File: config.mk
export PLATFORM = sky130hd
export DESIGN_NAME = imm_extend_pipe
export DESIGN_NICKNAME = d
export VERILOG_FILES = /design/src/rtl/imm_extend_pipe.sv
export SDC_FILE = /design/constraint.sdc
export NUM_CORES = 1
export LEC_CHECK = 0
export CORE_MARGIN = 3
export CORE_UTILIZATION = 35
export CTS_CLUSTER_SIZE = 28
export DETAILED_ROUTE_END_ITERATION = 16
export SYNTH_ARGS = -nofsm -noshare
export SYNTH_HDL_FRONTEND = slang
export SYNTH_SLANG_ARGS = --single-unit
File: constraint.sdc
create_clock -name clk -period 2.11 [get_ports clk]
set_input_delay 0.211 -clock clk [delete_from_list [all_inputs] [get_ports clk]]
set_output_delay 0.211 -clock clk [all_outputs]
set_load 0.05 [all_outputs]
File: src/rtl/imm_extend_pipe.sv
// Pipelined immediate extender with a head/skid output buffer.
// Modes: sign, zero, upper placement, shifted branch offset.
module imm_extend_pipe #(
  parameter int IN_W     = 16,
  parameter int OUT_W    = 32,
  parameter int BR_SHIFT = 2
) (
  input  logic             clk,
  input  logic             reset,
  input  logic             in_valid,
  output logic             in_ready,
  input  logic [IN_W-1:0]  in_data,
  input  logic [1:0]       in_mode,
  output logic             out_valid,
  input  logic             out_ready,
  output logic [OUT_W-1:0] out_data
);

  localparam int PAD = OUT_W - IN_W;

  logic [OUT_W-1:0] sext;
  logic [OUT_W-1:0] zext;
  logic [OUT_W-1:0] upper;
  logic [OUT_W-1:0] ext;

  logic             head_vld;
  logic [OUT_W-1:0] head_q;
  logic             skid_vld;
  logic [OUT_W-1:0] skid_q;

  logic in_fire;
  logic head_free;

  assign sext  = {{PAD{in_data[IN_W-1]}}, in_data};
  assign zext  = {{PAD{1'b0}}, in_data};
  assign upper = {in_data, {PAD{1'b0}}};

  always_comb begin
    ext = sext;
    unique case (in_mode)
      2'b00: ext = sext;
      2'b01: ext = zext;
      2'b10: ext = upper;
      2'b11: ext = sext << BR_SHIFT;
    endcase
  end

  // in_ready comes straight from a flop, so out_ready never reaches it
  assign in_ready  = ~skid_vld;
  assign in_fire   = in_valid & in_ready;
  assign head_free = ~head_vld | out_ready;

  assign out_valid = head_vld;
  assign out_data  = head_q;

  always_ff @(posedge clk or posedge reset) begin
    if (reset) begin
      head_vld <= 1'b0;
      head_q   <= '0;
      skid_vld <= 1'b0;
      skid_q   <= '0;
    end else if (head_free) begin
      if (skid_vld) begin
        head_vld <= 1'b1;
        head_q   <= skid_q;
        skid_vld <= in_fire;
        if (in_fire) skid_q <= ext;
      end else if (in_fire) begin
        head_vld <= 1'b1;
        head_q   <= ext;
      end else begin
        head_vld <= 1'b0;
      end
    end else if (in_fire) begin
      skid_vld <= 1'b1;
      skid_q   <= ext;
    end
  end

endmodule

Word-level counts from Yosys, hierarchy flattened:

Index checks and enable logic that the tools add are counted.

* reduce and logical (&&, ||, !) cells: 4
* bitwise gates (word level): 4
* mux-type cells: 11
* eq/ne operators: 4

Operator list (count)
* $mux W32: 5
* $pmux W32 S4: 1
* $mux W1: 5
* $eq A2 B2 Y1 const B: 2
* $reduce_bool A2 Y1: 2
* $eq A2 B1 Y1 const B: 1
* $logic_not A2 Y1: 1
* $ne A2 B2 Y1 const B: 1
* $not A1 Y1: 2
* $reduce_and A2 Y1: 1
* $and A1 B1 Y1: 1
* $or A1 B1 Y1: 1

* word-level logic and storage cells: 27
* output and inout bits: 34
* register bits after elaboration: 66
* input bits: 22

Logic depth before layout (Yosys ltp):

Gate-level depths: netlist (run 1).

* depth after elaboration: 5
* depth in mapped cells: 6
* depth with buffers taken out: 3

Least setup slack after synthesis (run 1):

OpenSTA, ideal clock, no wires.

* kind: register to register
* from: register head_vld, in the netlist out_valid
* to: register head_q[31], in the netlist out_data[31]
* cell stages (with the launch flop): 5
* path buffers: 1
* arrival: 1.387 ns
* setup slack: 0.598 ns
* library setup time: 0.125 ns
* data required time: 1.985 ns
* cells stage by stage: dfrtp_1 -> nand2b_1 -> buf_4 -> o21ai_2 -> mux2_2

* longest elaborated chain between the ends: 3

Ends and longest elaborated chain
* from (decl): line 26 `logic head_vld;`
* from (signal assigned): line 58 `head_vld <= 1'b0;`
* from (signal assigned): line 64 `head_vld <= 1'b1;`
* from (signal assigned): line 69 `head_vld <= 1'b1;`
* $not A1 Y1: line 51 `assign head_free = ~head_vld | out_ready;`
* $or A1 B1 Y1: line 51
* $reduce_and A2 Y1 (no line)
* to (signal assigned): line 65 `head_q <= skid_q;`
* to (signal assigned): line 70 `head_q <= ext;`
* to (decl): line 27 `logic [OUT_W-1:0] head_q;`

No other way between the ends.
A chain may end at the register's enable or synchronous reset.

Final worst setup path (run 1):

* from: register head_q[23], in the netlist out_data[23]
* to: output port out_data[23]

RTL lines
* to (decl): line 16 `output logic [OUT_W-1:0] out_data`

No word-level cell between the ends.

==> results.md, run 1 <==
## STA
- 0 — hold violation count in the final report
- 233 ps — Fin Hold WS
- 1770 ps — shortest clock period the worst path allows after layout
- 0 ps — final sum of negative setup slack
- 66.0% — relative max-transition margin
- 0 — final setup violation count
- 14.2 ps — setup clock skew after layout
- 84.1% — ratio of final minimum period to clock period
- 509 ps — pin slew with the least headroom to its limit
- 0 — Slew Limit Fails
- false — unrepaired setup endpoints after global routing
- 0.564 GHz — peak clock frequency supported by timing

## Global routing
- met2 — busiest layer in global routing
- 2835 — via count of the first global-routing pass
- 0 — overall overflow remaining after global route
- 0 — number of antenna violations at the first check in global routing
- 4.92% — met3 track demand over resource in global routing
- 14900 um — global-route wire length before repair
- 25.0% — Global Route met2 Usage
- 23.8% — GR Layer Usage met1
- 16.6% — combined global-route utilization of all metal layers
- 67 — pin count of the biggest net entering global routing

## Clock network
- yes — CTS tree
- 66 — clk sinks
- 3 — H-tree depth
- 2 — Max clock buf depth
- 0 — quantity of hold-fixing buffers added after cts
- 70 ps — Clock Pin Slew Worst Setup and Hold Paths
- 360 ps — clock latency on the worst-skew pair
- sky130_fd_sc_hd__clkbuf_8 — clk root buf
- 0 — PostCTS Resize Cnt
- 0 — number of buffers added for setup after CTS
- 9 — total clock buffers created by CTS

## Logic synthesis
- 3500 um2 — Post-Synthesis Cell Area
- 372 — number of nets produced by synthesis
- sky130_fd_sc_hd__dfrtp_1 — library cell with the highest instance count after synthesis
- 33 — Unique masters post-synth
- 47.2% — register area share after synthesis
- 0 — Yosys warning count
- sky130_fd_sc_hd__dfrtp_1 — post-synth top area cell
- 10.0 um2 — mean cell area of the mapped netlist
- sky130_fd_sc_hd__dfrtp_1 47%, sky130_fd_sc_hd__a21oi_1 7.1%, sky130_fd_sc_hd__mux2_2 5.1%, sky130_fd_sc_hd__nor2_1 5.0%, sky130_fd_sc_hd__o21ai_0 4.7% — largest cells by area after synthesis
- 66 — post-synthesis sequential element count
- 47.2% — area share of the largest cell type after synthesis
- 0 — Post-synth EDFFs
- 100% — fraction of registers with async set/reset
- sky130_fd_sc_hd__dfrtp_1 — Most used DFF post-synth
- 350 — Mapped Cells
- 66 x sky130_fd_sc_hd__dfrtp_1, 50 x sky130_fd_sc_hd__a21oi_1, 47 x sky130_fd_sc_hd__nor2_1 — Post-synth top cells

## Drt
- 0 — Remaining DRCs
- 157 — number of design-rule violations left by the first detailed-router iteration
- 8950 um — Post-Route WL
- 0 — count of antenna-violating nets left after detailed routing
- 16.8 um — final routed wire length divided by cell count
- 4 — router iterations before antenna repair
- 5.22 — vias per std cell
- 2776 — vias after detailed routing

## Final layout
- 21.6% — share of cells above drive strength 1
- 420 — final-stage net count
- 23.8% — P&R area growth vs syn
- 910 — count of fill cells added during filler insertion
- 0 — number of antenna repair diodes

## Critical path
- out_data[23] — Worst setup startpoint
- flip-flop to output pin — crit path kind
- buffers and inverters — cell family with most CP delay
- out_data[25] — endpoint of the lowest-slack register-to-register path
- 2 — maximum fanout count along the critical path
- skid_vld — launch point of the worst reg-to-reg path
- clkdlybuf4s50_1 — critical path cell sequence
- out_data[23] — end of the critical path
- sky130_fd_sc_hd__clkdlybuf4s50_1 — critical-path cell with the highest stage delay
- 3 — worst reg2reg path depth
- 1900 ps — required time reported for the critical path endpoint
- 1560 ps — endpoint arrival time on the critical path
- 1 — Critical path buffers and inverters
- 1 — count of cell instances traversed by the critical path
- flip-flop — startpoint kind of the worst setup timing path
- 820 ps — CP max stage delay
- output pin — endpoint kind of the worst setup timing path
- 700 ps — worst-case register-to-register setup slack

## Floorplan
- 106 um — die outline width
- 106 um — height of the chip
- 11200 um2 — die outline area
- 56 — number of top-level pins
- 35 — Std-Cell Rows
- 37.0% — Starting Density
- 9460 um2 — Core Footprint

## Worst hold path
- primary input to asynchronous set/reset pin — worst min path class

## Outcome
- finished clean — run status

## Placed design
- 0.729 — routability cong.
- 5890 um — Detailed Place HPWL
- 55 — count of buffers from port buffering

## Power and ir drop
- 983 nW/um2 — power per cell area
- 1.68 nW — reported leakage power
- 0.565 mV — worst vdd ir

## Job
- 0 — max capacitance violation total

[layout make-up]
| type | instances | area [um2] | area share (%) |
|---|---|---|---|
| flip-flops and latches | 66 | 1650 | 38.1 |
| multi-input cells | 246 | 1600 | 36.9 |
| repair buffers | 70 | 698 | 16.1 |
| well taps | 129 | 161 | 3.72 |
| clock buffers | 10 | 138 | 3.18 |
| clock inverters | 6 | 66.3 | 1.53 |
| inverters | 5 | 18.8 | 0.433 |
[worst min-delay path by stage]
stage / from / endpoint / slack (ps) / depth (start not counted)
after floorplan: in_data[0] / skid_q[0] / 360 / 2
after global placement: skid_q[31] / skid_q[31] / 490 / 1
after detailed placement: out_data[8] / out_data[8] / 500 / 2
after CTS: reset / out_valid / 250 / 3
after global routing: reset / skid_q[14] / 290 / 3
final: reset / skid_q[14] / 230 / 3
[cell families after synthesis]
kind of cell           Yosys count  synth area share [%]
AOI/OAI and AO/OA              141                  27.6
DFF                             66                  47.2
muxes                           17                  5.58
buffers and inverters           38                  7.11
and+or+nand+nor                 88                  12.6
[power by group]
part | total, mW | internal [mW] | leakage (nW) | switching (mW)
clock network | 1.09 | 0.577 | 0.0945 | 0.514
logic | 1.48 | 0.535 | 0.794 | 0.943
registers | 1.69 | 1.54 | 0.791 | 0.150
[metal layers]
| layer | share of wire, % | vias up |
|---|---|---|
| met5 | 0 | - |
| met4 | 0.78 | 0 |
| met3 | 5.6 | 7 |
| met2 | 44 | 71 |
| met1 | 49 | 1348 |
| li1 | - | 1350 |
[metrics by stage]
step,total power [mW],utilization [%],worst slack [ps],cells,area [um2]
final,4.26,45.8,336,532,4330
after global routing,4.49,45.8,291,532,4330
after CTS,4.31,45.8,313,532,4330
after detailed placement,3.20,43.7,303,516,4130
after global placement,3.18,43.7,353,516,4130
after floorplan,2.71,-,244,350,3500
[cells in the final DEF, fill, tap and decap left out, types with 5 or more instances in the layout]
master and instances:
sky130_fd_sc_hd__a211oi_1 9, sky130_fd_sc_hd__a211oi_2 6, sky130_fd_sc_hd__buf_4 13, sky130_fd_sc_hd__o31ai_2 6, sky130_fd_sc_hd__nand3_1 14, sky130_fd_sc_hd__a21oi_2 10, sky130_fd_sc_hd__clkdlybuf4s50_1 54, sky130_fd_sc_hd__clkbuf_8 10
sky130_fd_sc_hd__o211ai_1 5, sky130_fd_sc_hd__dfrtp_1 66, sky130_fd_sc_hd__nor2b_1 16, sky130_fd_sc_hd__a21oi_1 50, sky130_fd_sc_hd__nor2_1 47, sky130_fd_sc_hd__o31ai_1 10, sky130_fd_sc_hd__o21ai_0 33, sky130_fd_sc_hd__mux2_2 16
sky130_fd_sc_hd__o211ai_2 9
[registers in the layout, indices dropped and copies added, names as in the netlist]
name / count
out_data: 32
out_valid: 1
skid_q: 32
skid_vld: 1
Note: power is estimated with default switching activity, not from simulation.
==> inputs of run 2 (changes only) <==
==> constraint.sdc (replaced) <==
create_clock -name clk -period 1.53 [get_ports clk]
set_input_delay 0.153 -clock clk [delete_from_list [all_inputs] [get_ports clk]]
set_output_delay 0.153 -clock clk [all_outputs]
set_load 0.05 [all_outputs]
==> run 2 against run 1 <==
Effect of this change: critical path type unchanged; final area grew 3.8%; final cell count increased by 2.3%; largest cell class unchanged; clock skew fell by 7.2 ps; power grew 48%; register-to-register slack worse by 550 ps; highest routed layer unchanged; flip-flop and latch count stayed put; via count increased by 4.0%; non-clock buffer count rose by 12; global-route usage up 0.98 points; sequential share of layout area decreased by 1.4 points; critical path depth up 2.
==> results.md, run 2 (same netlist as run 1, synthesis figures left out) <==
## Outcome
- finished clean — run status

## Critical path
- 1310 ps — endpoint arrival time on the critical path
- 4 — worst reg2reg path depth
- flip-flop to output pin — crit path kind
- output pin — endpoint kind of the worst setup timing path
- 9 — maximum fanout count along the critical path
- 1380 ps — required time reported for the critical path endpoint
- flip-flop — startpoint kind of the worst setup timing path

## Clock network
- 2 — Max clock buf depth
- 80 ps — Clock Pin Slew Worst Setup and Hold Paths
- yes — CTS tree
- 3 — H-tree depth
- 350 ps — clock latency on the worst-skew pair
- 0 — quantity of hold-fixing buffers added after cts
- sky130_fd_sc_hd__clkbuf_8 — clk root buf
- 66 — clk sinks
- 9 — total clock buffers created by CTS

## STA
- 1460 ps — shortest clock period the worst path allows after layout
- 7.03 ps — setup clock skew after layout
- 0 — hold violation count in the final report
- 384 ps — pin slew with the least headroom to its limit
- 95.5% — ratio of final minimum period to clock period
- 0 — final setup violation count
- 0.684 GHz — peak clock frequency supported by timing
- 74.4% — relative max-transition margin
- false — unrepaired setup endpoints after global routing
- 0 — Slew Limit Fails

## Drt
- 9660 um — Post-Route WL
- 2888 — vias after detailed routing
- 0 — Remaining DRCs
- 0 — count of antenna-violating nets left after detailed routing
- 4 — router iterations before antenna repair
- 17.8 um — final routed wire length divided by cell count
- 149 — number of design-rule violations left by the first detailed-router iteration
- 5.31 — vias per std cell

## Floorplan
- 9460 um2 — Core Footprint
- 35 — Std-Cell Rows
- 56 — number of top-level pins
- 37.0% — Starting Density
- 106 um — height of the chip
- 106 um — die outline width
- 11200 um2 — die outline area

## Power and ir drop
- 6.28 mW — Overall Power
- 1400 nW/um2 — power per cell area
- 0.604 mV — worst vdd ir
- 1.85 nW — reported leakage power

## Placed design
- 4240 um2 — Placement Cell Area
- 55 — count of buffers from port buffering
- 0.725 — routability cong.
- 6350 um — Detailed Place HPWL

## Global routing
- 15700 um — global-route wire length before repair
- 67 — pin count of the biggest net entering global routing
- 2858 — via count of the first global-routing pass
- 0 — overall overflow remaining after global route
- 23.9% — GR Layer Usage met1
- 28.5% — Global Route met2 Usage
- 5.04% — met3 track demand over resource in global routing
- 17.6% — combined global-route utilization of all metal layers
- met2 — busiest layer in global routing
- 0 — number of antenna violations at the first check in global routing

## Final layout
- 28.5% — P&R area growth vs syn
- 32.0% — share of cells above drive strength 1
- 0 — number of antenna repair diodes
- 4500 um2 — final instance area
- 432 — final-stage net count
- 47.6% — Final Core Density
- 65 x sky130_fd_sc_hd__dfrtp_1, 50 x sky130_fd_sc_hd__a21oi_1, 50 x sky130_fd_sc_hd__buf_4, 47 x sky130_fd_sc_hd__nor2_1, 33 x sky130_fd_sc_hd__o21ai_0 — highest-count cells in the layout ignoring fill and taps
- sky130_fd_sc_hd__dfrtp_1 — most common cell after layout, fill and taps aside

## Worst hold path
- primary input to asynchronous set/reset pin — worst min path class

## Job
- 0 — max capacitance violation total

==> run 2: cell types whose count changed in the layout (fill, tap and decap cells not counted), sizes merged <==
cell           change
clkinvlp           -2
buf               +45
bufinv             +2
inv                -2
clkdlybuf4s50     -33
clkinv             +1
clkbuf             +1
==> run 2: metal layers <==
metal | vias up | wire, um
li1 | 1376 | -
met1 | 1422 | 4530
met2 | 83 | 4580
met3 | 7 | 482
met4 | 0 | 65
met5 | - | 0
==> run 2: final cells by class <==
type / count / area, um2
Timing Repair Buffer: 82 / 806
Inverter: 5 / 27.5
Clock inverter: 5 / 100
Sequential cell: 66 / 1650
Multi-Input combinational cell: 246 / 1600
Tap cell: 129 / 161
Clock buffer: 11 / 151
Fill cell: 910 / 4960
==> run 2: report_power, final <==
part | internal (mW) | switching, mW | total (mW)
Clock | 1.17 | 0.717 | 1.88
Combinational | 0.730 | 1.32 | 2.05
Sequential | 2.12 | 0.224 | 2.35
Total | 4.02 | 2.26 | 6.28
==> run 2: worst max-delay path, cell delays in order (launching register included) <==
cell                       delay [ps]
sky130_fd_sc_hd__dfrtp_2          450
sky130_fd_sc_hd__clkinv_4         150
sky130_fd_sc_hd__buf_12           170
sky130_fd_sc_hd__buf_4            180
==> run 2: worst paths after layout <==
path                               from           end  slack (ps)
min                               reset    skid_q[15]         220
min reg2reg                out_data[14]  out_data[14]         520
max in group asynchronous         reset      skid_vld         950
min in group clk           out_data[14]  out_data[14]         520
max                            skid_vld      in_ready          70
max reg2reg                    skid_vld    skid_q[22]         150
==> run 2: stage by stage <==
step	setup slack, ps	instances	hold WS [ps]	setup TNS (ps)
2_1_floorplan	18.3	350	297	0
6_report	69.1	544	225	0
3_3_place_gp	-129	528	491	-2740
3_5_place_dp	-190	528	505	-4050
5_1_grt	13.1	544	251	0
4_1_cts	6.90	544	248	0
==> run 2: repair_timing <==
| item | 4_1_cts | 5_1_grt |
|---|---|---|
| resized for setup | 1 | 2 |
| endpoints found under the setup margin | 1 | 1 |
| setup buffers | 0 | 0 |
==> inputs of run 3 (changes only) <==
--- a/config.mk
+++ b/config.mk
@@ -7,7 +7,7 @@
 export LEC_CHECK = 0
 export CORE_MARGIN = 3
 export CORE_UTILIZATION = 35
-export CTS_CLUSTER_SIZE = 28
+export CTS_CLUSTER_SIZE = 14
 export DETAILED_ROUTE_END_ITERATION = 16
 export SYNTH_ARGS = -nofsm -noshare
 export SYNTH_HDL_FRONTEND = slang
==> constraint.sdc (replaced) <==
create_clock -name clk -period 1.6 [get_ports clk]
set_input_delay 0.16 -clock clk [delete_from_list [all_inputs] [get_ports clk]]
set_output_delay 0.16 -clock clk [all_outputs]
set_load 0.05 [all_outputs]
==> run 3 against run 2 <==
Effect of this change: clock power shrank 16%; clock skew is 2.5 ps lower; register-to-register slack improved by 50 ps; combinational power fell by 5%; clock-buffer cell count rose by 3; flip-flop and latch count stayed put; routed wire length decreased by 2.8%; worst hold slack gained 30 ps; sequential share of layout area increased by 0.38 points; critical endpoint unchanged; largest cell class unchanged; largest power group unchanged; highest routed layer unchanged.
==> results.md, run 3 (same netlist as run 1, synthesis figures left out) <==
## STA
- 0 — hold violation count in the final report
- 75.4% — relative max-transition margin
- 369 ps — pin slew with the least headroom to its limit
- 1500 ps — shortest clock period the worst path allows after layout
- 105 ps — min setup slack post-route
- false — unrepaired setup endpoints after global routing
- 93.5% — ratio of final minimum period to clock period
- 0 — final setup violation count
- 0 — Slew Limit Fails
- 4.52 ps — setup clock skew after layout
- 0.669 GHz — peak clock frequency supported by timing

## Critical path
- flip-flop — startpoint kind of the worst setup timing path
- 1440 ps — required time reported for the critical path endpoint
- sky130_fd_sc_hd__dfrtp_1 — critical-path cell with the highest stage delay
- 3 — count of cell instances traversed by the critical path
- buf_4, inv_4, buf_4 — critical path cell sequence
- 3 — Critical path buffers and inverters
- 5 — worst reg2reg path depth
- buffers and inverters — cell family with most CP delay
- output pin — endpoint kind of the worst setup timing path
- 14 — maximum fanout count along the critical path
- flip-flop to output pin — crit path kind
- sky130_fd_sc_hd__buf_4 — critical path's most frequent cell
- 1340 ps — endpoint arrival time on the critical path
- 370 ps — CP max stage delay

## Drt
- 17.3 um — final routed wire length divided by cell count
- 9390 um — Post-Route WL
- 0 — count of antenna-violating nets left after detailed routing
- 0 — Remaining DRCs
- 133 — number of design-rule violations left by the first detailed-router iteration
- 5 — router iterations before antenna repair
- 5.26 — vias per std cell
- 2862 — vias after detailed routing

## Clock network
- 0 — quantity of hold-fixing buffers added after cts
- 350 ps — clock latency on the worst-skew pair
- 3 — H-tree depth
- yes — CTS tree
- 66 — clk sinks
- 70 ps — Clock Pin Slew Worst Setup and Hold Paths
- 9 — total clock buffers created by CTS
- 2 — Max clock buf depth
- sky130_fd_sc_hd__clkbuf_8 — clk root buf

## Floorplan
- 56 — number of top-level pins
- 106 um — die outline width
- 35 — Std-Cell Rows
- 9460 um2 — Core Footprint
- 106 um — height of the chip
- 11200 um2 — die outline area
- 37.0% — Starting Density

## Final layout
- 0 — number of antenna repair diodes
- 433 — final-stage net count
- 47.0% — Final Core Density
- 27.1% — P&R area growth vs syn
- 544 — Layout Cells excl Fill
- 31.8% — share of cells above drive strength 1
- 66 x sky130_fd_sc_hd__dfrtp_1, 53 x sky130_fd_sc_hd__buf_4, 50 x sky130_fd_sc_hd__a21oi_1, 47 x sky130_fd_sc_hd__nor2_1, 33 x sky130_fd_sc_hd__o21ai_0 — highest-count cells in the layout ignoring fill and taps
- sky130_fd_sc_hd__dfrtp_1 — most common cell after layout, fill and taps aside

## Global routing
- 67 — pin count of the biggest net entering global routing
- 24.7% — GR Layer Usage met1
- 0 — overall overflow remaining after global route
- 15700 um — global-route wire length before repair
- 0 — number of antenna violations at the first check in global routing
- 17.6% — combined global-route utilization of all metal layers
- 26.8% — Global Route met2 Usage
- met2 — busiest layer in global routing
- 2942 — via count of the first global-routing pass
- 4.13% — met3 track demand over resource in global routing

## Power and ir drop
- 1.82 nW — reported leakage power
- 36.7% — switching portion of total power
- 1290 nW/um2 — power per cell area
- 5.76 mW — Overall Power
- 3.65 mW — internal power summed over all cells
- 2.11 mW — switching component of the power
- 0.569 mV — worst vdd ir
- 38.8% — sequential power share
- 33.9% — Comb pwr share
- 27.3% — Clk network pwr share

## Placed design
- 55 — count of buffers from port buffering
- -68.8 ps — Worst Setup Slack post-DPL
- 529 — total instance count after detailed placement
- 0.739 — routability cong.
- 6280 um — Detailed Place HPWL

## Worst hold path
- primary input to asynchronous set/reset pin — worst min path class

## Job
- 0 — max capacitance violation total

## Outcome
- finished clean — run status

## run 3: cell count changes in the layout (fill, tap and decap cells not counted)
cell	previous run	this run
sky130_fd_sc_hd__buf_12	11	9
sky130_fd_sc_hd__buf_4	50	53
sky130_fd_sc_hd__bufinv_16	3	1
sky130_fd_sc_hd__clkbuf_8	11	14
sky130_fd_sc_hd__clkinv_2	2	0
sky130_fd_sc_hd__clkinv_4	1	0
sky130_fd_sc_hd__dfrtp_1	65	66
sky130_fd_sc_hd__dfrtp_2	1	0
sky130_fd_sc_hd__inv_4	0	1
## run 3: worst register-to-register path: cells and delay by family, from the launching register on
family | cells | cell delay, ps
simple gates | 1 | 90
buf+inv | 2 | 400
flops | 1 | 340
compound gates | 2 | 440
## run 3: metal layers
metal,up-vias,wire length [um]
met3,12,386
met1,1405,4620
li1,1379,-
met5,-,0
met4,0,155
met2,66,4230
## run 3: worst paths after layout
check / startpoint / endpoint / slack [ps]
max in group asynchronous: reset / out_data[21] / 1040
worst min register to register: out_data[9] / out_data[9] / 520
worst max register to register: skid_vld / out_data[16] / 200
worst min-delay path: reset / out_data[15] / 250
min in group clk: out_data[9] / out_data[9] / 520
worst max-delay path: skid_vld / in_ready / 100
## run 3: area by class of cell
| class | instances | area [um2] |
|---|---|---|
| Fill cell | 927 | 5010 |
| Clock buffer | 14 | 193 |
| Clock inverter | 1 | 30.0 |
| Tap cell | 129 | 161 |
| Sequential cell | 66 | 1650 |
| Inverter | 5 | 25.0 |
| Multi-Input combinational cell | 246 | 1600 |
| Timing Repair Buffer | 83 | 788 |
## run 3: repair_timing
item / 4_1_cts / 5_1_grt
setup endpoints to repair: 1 / 0
resized for setup: 1 / 0
setup buffers: 0 / 0
## run 3: stage by stage
stage	hold slack, ps	area (um2)	TNS (ps)
floorplan	304	3500	0
global placement	490	4220	-368
detailed placement	503	4220	-443
CTS	279	4450	0
global route	290	4450	0
finish	255	4450	0
## run 3: power by group through the flow
stage               clock, mW  combinational, mW  sequential (mW)
floorplan                   0              0.739             2.84
global placement            0               1.94             2.26
global route             1.67               2.10             2.28
detailed placement          0               1.97             2.26
CTS                      1.59               1.97             2.24
finish                   1.57               1.95             2.23
